### config.mk
export PLATFORM = sky130hd
export DESIGN_NAME = tuss_burst_drv
export DESIGN_NICKNAME = d
export VERILOG_FILES = /design/src/rtl/ultra_pkg.sv /design/src/rtl/burst_half_timer.sv /design/src/rtl/tuss_burst_drv.sv
export SDC_FILE = /design/constraint.sdc
export NUM_CORES = 1
export LEC_CHECK = 0
export CAP_MARGIN = 20
export CORE_MARGIN = 4
export CORE_UTILIZATION = 65
export CTS_BUF_LIST = sky130_fd_sc_hd__clkbuf_4
export CTS_CLUSTER_DIAMETER = 30
export CTS_CLUSTER_SIZE = 20
export DETAILED_ROUTE_END_ITERATION = 16
export DONT_BUFFER_PORTS = 1
export GPL_ROUTABILITY_DRIVEN = 0
export HOLD_SLACK_MARGIN = 0.1
export PLACE_DENSITY = 0.81
export SLEW_MARGIN = 20
export SYNTH_ARGS = -nofsm -noshare
export SYNTH_HDL_FRONTEND = slang
export SYNTH_SLANG_ARGS = --single-unit
export TNS_END_PERCENT = 30
### constraint.sdc
create_clock -name gclk -period 2.2 [get_ports gclk]
set_input_delay 0.66 -clock gclk [delete_from_list [all_inputs] [get_ports gclk]]
set_output_delay 0.66 -clock gclk [all_outputs]
set_load 0.005 [all_outputs]
### src/rtl/ultra_pkg.sv
// Shared types and defaults for the TUSS burst driver slice.
// Holds the burst FSM state encoding and the io2 drive mode encodings.
package ultra_pkg;

    typedef enum logic [2:0] {
        IDLE  = 3'd0,
        HIGH  = 3'd1,
        LOW   = 3'd2,
        DONE  = 3'd3,
        FAULT = 3'd4
    } burst_state_e;

    localparam int HALF_PERIOD_DEF = 625;  // 40 kHz at 50 MHz gclk
    localparam int PULSE_MAX_DEF   = 16;
    localparam int NUM_W_DEF       = 5;

    localparam int IO_MODE_COMP   = 0;  // io2 complementary to io1
    localparam int IO_MODE_SINGLE = 1;  // io2 held low

endpackage

### src/rtl/burst_half_timer.sv
// Counts HALF_PERIOD enabled cycles and strobes half_done on the last one,
// wrapping to zero so consecutive halves run back to back.
module burst_half_timer
    import ultra_pkg::*;
#(
    parameter int HALF_PERIOD = HALF_PERIOD_DEF
) (
    input  logic gclk,
    input  logic rstn,
    input  logic clear,
    input  logic enable,
    output logic half_done
);

    localparam int TW = (HALF_PERIOD > 1) ? $clog2(HALF_PERIOD) : 1;
    localparam logic [TW-1:0] LAST = TW'(HALF_PERIOD - 1);

    logic [TW-1:0] tick_q;
    logic [TW-1:0] tick_d;

    assign half_done = enable & ~clear & (tick_q == LAST);

    always_comb begin
        tick_d = tick_q;
        if (clear) begin
            tick_d = '0;
        end else if (enable) begin
            tick_d = half_done ? '0 : tick_q + TW'(1);
        end
    end

    always_ff @(posedge gclk or negedge rstn) begin
        if (!rstn) begin
            tick_q <= '0;
        end else begin
            tick_q <= tick_d;
        end
    end

endmodule

### src/rtl/tuss_burst_drv.sv
// Burst driver: turns a burst_en rising edge into N square pulses on io1/io2,
// then strobes burst_finish; illegal counts latch a sticky fault instead.
module tuss_burst_drv
    import ultra_pkg::*;
#(
    parameter int HALF_PERIOD = HALF_PERIOD_DEF,
    parameter int PULSE_MAX   = PULSE_MAX_DEF,
    parameter int NUM_W       = NUM_W_DEF,
    parameter int IO_MODE     = IO_MODE_COMP
) (
    input  logic             gclk,
    input  logic             rstn,
    input  logic             burst_rstn,
    input  logic             burst_en,
    input  logic [NUM_W-1:0] pulse_num_i,
    output logic             io1,
    output logic             io2,
    output logic             burst_finish,
    output logic             busy,
    output logic [NUM_W-1:0] pulse_cnt_o,
    output logic             pulse_num_flt
);

    localparam logic [NUM_W-1:0] PMAX = NUM_W'(PULSE_MAX);

    burst_state_e     state_q, state_d;
    logic             en_dly_q, en_dly_d;
    logic [NUM_W-1:0] num_q, num_d;
    logic [NUM_W-1:0] cnt_q, cnt_d;
    logic             flt_q, flt_d;
    logic             io1_q, io1_d;
    logic             io2_q, io2_d;
    logic             busy_q, busy_d;
    logic             finish_q, finish_d;

    logic start;
    logic abort;
    logic num_ok;
    logic tmr_clear;
    logic tmr_en;
    logic half_done;

    // Only a rising edge starts a burst, so the trailing high cycle after finish is inert.
    assign start  = burst_en & ~en_dly_q;
    assign abort  = ~burst_rstn;
    assign num_ok = (pulse_num_i != '0) && (pulse_num_i <= PMAX);
    assign tmr_en = (state_q == HIGH) || (state_q == LOW);

    burst_half_timer #(
        .HALF_PERIOD(HALF_PERIOD)
    ) u_timer (
        .gclk      (gclk),
        .rstn      (rstn),
        .clear     (tmr_clear),
        .enable    (tmr_en),
        .half_done (half_done)
    );

    always_comb begin
        state_d   = state_q;
        en_dly_d  = burst_en;
        num_d     = num_q;
        cnt_d     = cnt_q;
        flt_d     = flt_q;
        tmr_clear = 1'b0;

        if (abort) begin
            state_d   = IDLE;
            tmr_clear = 1'b1;
        end else begin
            case (state_q)
                IDLE: begin
                    if (start) begin
                        num_d = pulse_num_i;
                        if (num_ok) begin
                            state_d   = HIGH;
                            cnt_d     = '0;
                            tmr_clear = 1'b1;
                        end else begin
                            state_d = FAULT;
                            flt_d   = 1'b1;
                        end
                    end
                end
                HIGH: begin
                    if (half_done) begin
                        state_d = LOW;
                        cnt_d   = cnt_q + NUM_W'(1);
                    end
                end
                LOW: begin
                    if (half_done) begin
                        state_d = (cnt_q == num_q) ? DONE : HIGH;
                    end
                end
                DONE:    state_d = IDLE;
                FAULT:   state_d = IDLE;
                default: state_d = IDLE;
            endcase
        end

        // Outputs are registered alongside the state they belong to.
        io1_d    = (state_d == HIGH);
        io2_d    = (IO_MODE == IO_MODE_COMP) && (state_d == LOW);
        busy_d   = (state_d == HIGH) || (state_d == LOW);
        finish_d = (state_d == DONE) || (state_d == FAULT);
    end

    always_ff @(posedge gclk or negedge rstn) begin
        if (!rstn) begin
            state_q  <= IDLE;
            en_dly_q <= 1'b0;
            num_q    <= '0;
            cnt_q    <= '0;
            flt_q    <= 1'b0;
            io1_q    <= 1'b0;
            io2_q    <= 1'b0;
            busy_q   <= 1'b0;
            finish_q <= 1'b0;
        end else begin
            state_q  <= state_d;
            en_dly_q <= en_dly_d;
            num_q    <= num_d;
            cnt_q    <= cnt_d;
            flt_q    <= flt_d;
            io1_q    <= io1_d;
            io2_q    <= io2_d;
            busy_q   <= busy_d;
            finish_q <= finish_d;
        end
    end

    assign io1           = io1_q;
    assign io2           = io2_q;
    assign burst_finish  = finish_q;
    assign busy          = busy_q;
    assign pulse_cnt_o   = cnt_q;
    assign pulse_num_flt = flt_q;

endmodule
==> flow_summary.toml <==
[timing]
max_freq_mhz = 500
tightest_slew_ps = 572
relSlewSlack = 0.617
post-route-period-util = 0.908
fin_crit_ps = 2000
finClkSkew_ps = 8.13
fin_setup_tns_ps = 0
rsz0062_at_grt = "no"
finalHoldViolCount = 0
layout_setup_ws_ps = 201
setup_viol = 0
drv_slew = 0

[final_layout]
diodes = 0
multi_input_area_um2 = 778
fill_cells = 163
seqCellArea_um2 = 726
syn2layout_area_growth_pct = 6.89
layout.cells.non_filler = 194
drive_gt1_frac = 0.133
final_nets = 177

[logic_synthesis]
ys.flop_type = "dfrtp_1"
yosys.area_share.simple = 0.234
synth_top_family_by_area = "simple AND/OR/NAND/NOR gates"
synthMuxAreaShare = 0.0365
synth.top_cells.by_count = "dfrtp_1 (29), nand2_1 (22), o21ai_0 (16)"
synth_compound_area_frac = 0.158
avgSynthCellArea_um2 = 9.83
netlist_instances = 157
synth_xor_area_frac = 0.0511
synth_nets = 169
ys_ff_latch = 29
yosysTopAreaCellShare = 0.470
synth_edf_count = 0
async_flop_share = 1.00
yosysTopAreaCell = "dfrtp_1"
synth_area_leaders = "dfrtp_1 (47%), nand2_1 (5.3%), o21ai_0 (5.2%)"
synthesis.area_mm2 = 0.00154
yosysSeqAreaShare = 0.470
ys_warn_count = 0
synth_fa_ha_area_frac = 0.0243
yosysMostFrequentCell = "dfrtp_1"
synth.distinct_cells = 41

[clock_network]
ctsResizeCount = 0
postCtsSetupBuffers = 0
cts_inserted_buffers = 5
clock_latency_ps = 340
h-tree-depth = 2
ctsHoldBuffers = 1
cts_tree = "yes"
clk_path_buf_depth = 2
path_clk_slew_ps = 90
numClockSinks = 29
cts_root_buf = "clkbuf_4"

[grt]
antenna_found_initial = 0
grt_pass1_wl_mm = 5.64
grt_overflow_total = 0
grtUsageTotal = 0.228
grt_pass1_vias = 1236
grt_max_degree = 30

[floorplanning]
start_util = 0.691
io_pins = 19
num_rows = 17
core_area_mm2 = 0.00223
die_area_mm2 = 0.00322
die-height_um = 56.7
die_x_um = 56.7

[place]
dp_slack_ps = 56.3
dpl.hpwl_mm = 2.37
placedCellCount = 185
portBuffers = 0

[detailed_routing]
drtIter0Drc = 62
ant_nets = 0
viasPerCell = 6.59
wl_per_cell_um = 16.8
routed_wl_mm = 3.26
drt-pass1-iter-count = 4
drc = 0
vias = 1278

[worst_setup_path]
crit_fanout = 7
path_class = "reg2reg"
r2r_end = "burst_finish"
crit_path_end_kind = "flop"
crit_arrival_ps = 2230
ff2ff_path_depth = 7
timing.critical_path.from_type = "flop"
rrSetupSlack_ps = 200
r2r_start = "u_timer.tick_q[0]"
worstPathRequired_ps = 2430

[min_path]
hold_path.class = "in2async"

[status]
outcome = "complete, no violations"

[job]
maxCapViolations = 0

[pwr]
powerDensity_mw_per_mm2 = 635
p_leak_nw = 0.704
peakVddDrop_mv = 0.439
per-stage QoR:
stage	power (W)	hold WS, ps	instance area, um^2	util
floorplan	0.000718	364	1540	-
CTS	0.00106	124	1650	0.739
global route	0.00111	124	1650	0.739
global placement	0.000740	365	1580	0.708
detailed placement	0.000749	365	1580	0.708
finish	0.00105	125	1650	0.739
final cells by class:
type / count / share of cell area
clock buffer: 5 / 0.0227
clock inverter: 3 / 0.00758
inverter: 3 / 0.00682
multi-input combinational: 121 / 0.472
sequential: 29 / 0.440
tap: 28 / 0.0212
timing repair buffer: 5 / 0.0303
worst max-delay path, cell delays in order (launching register included):
cell and delay [ps]:
dfrtp_1 460, inv_1 70, ha_1 190, and4b_1 190
and3b_1 240, o311ai_1 170, o22ai_1 210, a2111oi_2 360
layout by cell type, fill, tap and decap left out, types with 4 or more instances in the layout:
cell type | Yosys | final
o21ai_0 | 16 | 16
nor3_1 | 7 | 7
nand4_1 | 4 | 4
and3_1 | 6 | 6
nand2_1 | 22 | 22
a21oi_1 | 4 | 4
xnor2_1 | 7 | 7
clkbuf_4 | 0 | 5
buf_4 | 1 | 4
dfrtp_1 | 29 | 29
nand3_1 | 10 | 10
nor2_1 | 7 | 7
mux2_2 | 5 | 5
cells by family after synthesis:
| logic type | count (synthesis) |
|---|---|
| adders and majority gates | 3 |
| and+or+nand+nor | 69 |
| DFF | 29 |
| buffers and inverters | 7 |
| muxes | 5 |
| xor gates and xnor gates | 9 |
| AOI/OAI and AO/OA | 35 |
layer usage:
metal | up-vias | GRT usage | routed length, um
met3 | 9 | 0.0805 | 290
met4 | 0 | 0.109 | 80
met1 | 613 | 0.294 | 1390
li1 | 593 | - | -
met5 | - | 0 | 0
met2 | 63 | 0.342 | 1500
state kept, by name, indices dropped and copies added, names as in the netlist:
signal	flops
pulse_cnt_o	5
state_q	3
io2	1
num_q	5
busy	1
en_dly_q	1
pulse_num_flt	1
u_timer.tick_q	10
io1	1
burst_finish	1
worst max path at each step:
stage                       from           endpoint  slack [ps]  cells past startpoint
2_1_floorplan     pulse_num_i[1]     pulse_cnt_o[3]         270                      5
5_1_grt        u_timer.tick_q[0]  u_timer.tick_q[2]          50                      9
3_3_place_gp      pulse_num_i[1]     pulse_cnt_o[3]         210                      5
3_5_place_dp      pulse_num_i[1]  u_timer.tick_q[6]          60                      5
6_report       u_timer.tick_q[0]       burst_finish         200                      7
4_1_cts        u_timer.tick_q[0]  u_timer.tick_q[2]         220                      9
power by group:
| group | switching (W) | leakage [nW] | internal [W] | total, W |
|---|---|---|---|---|
| Sequential | 0.0000480 | 0.380 | 0.000574 | 0.000622 |
| Clock | 0.000181 | 0.0300 | 0.000115 | 0.000296 |
| Combinational | 0.0000656 | 0.294 | 0.0000649 | 0.000131 |
Note: power is estimated with default switching activity, not from simulation.
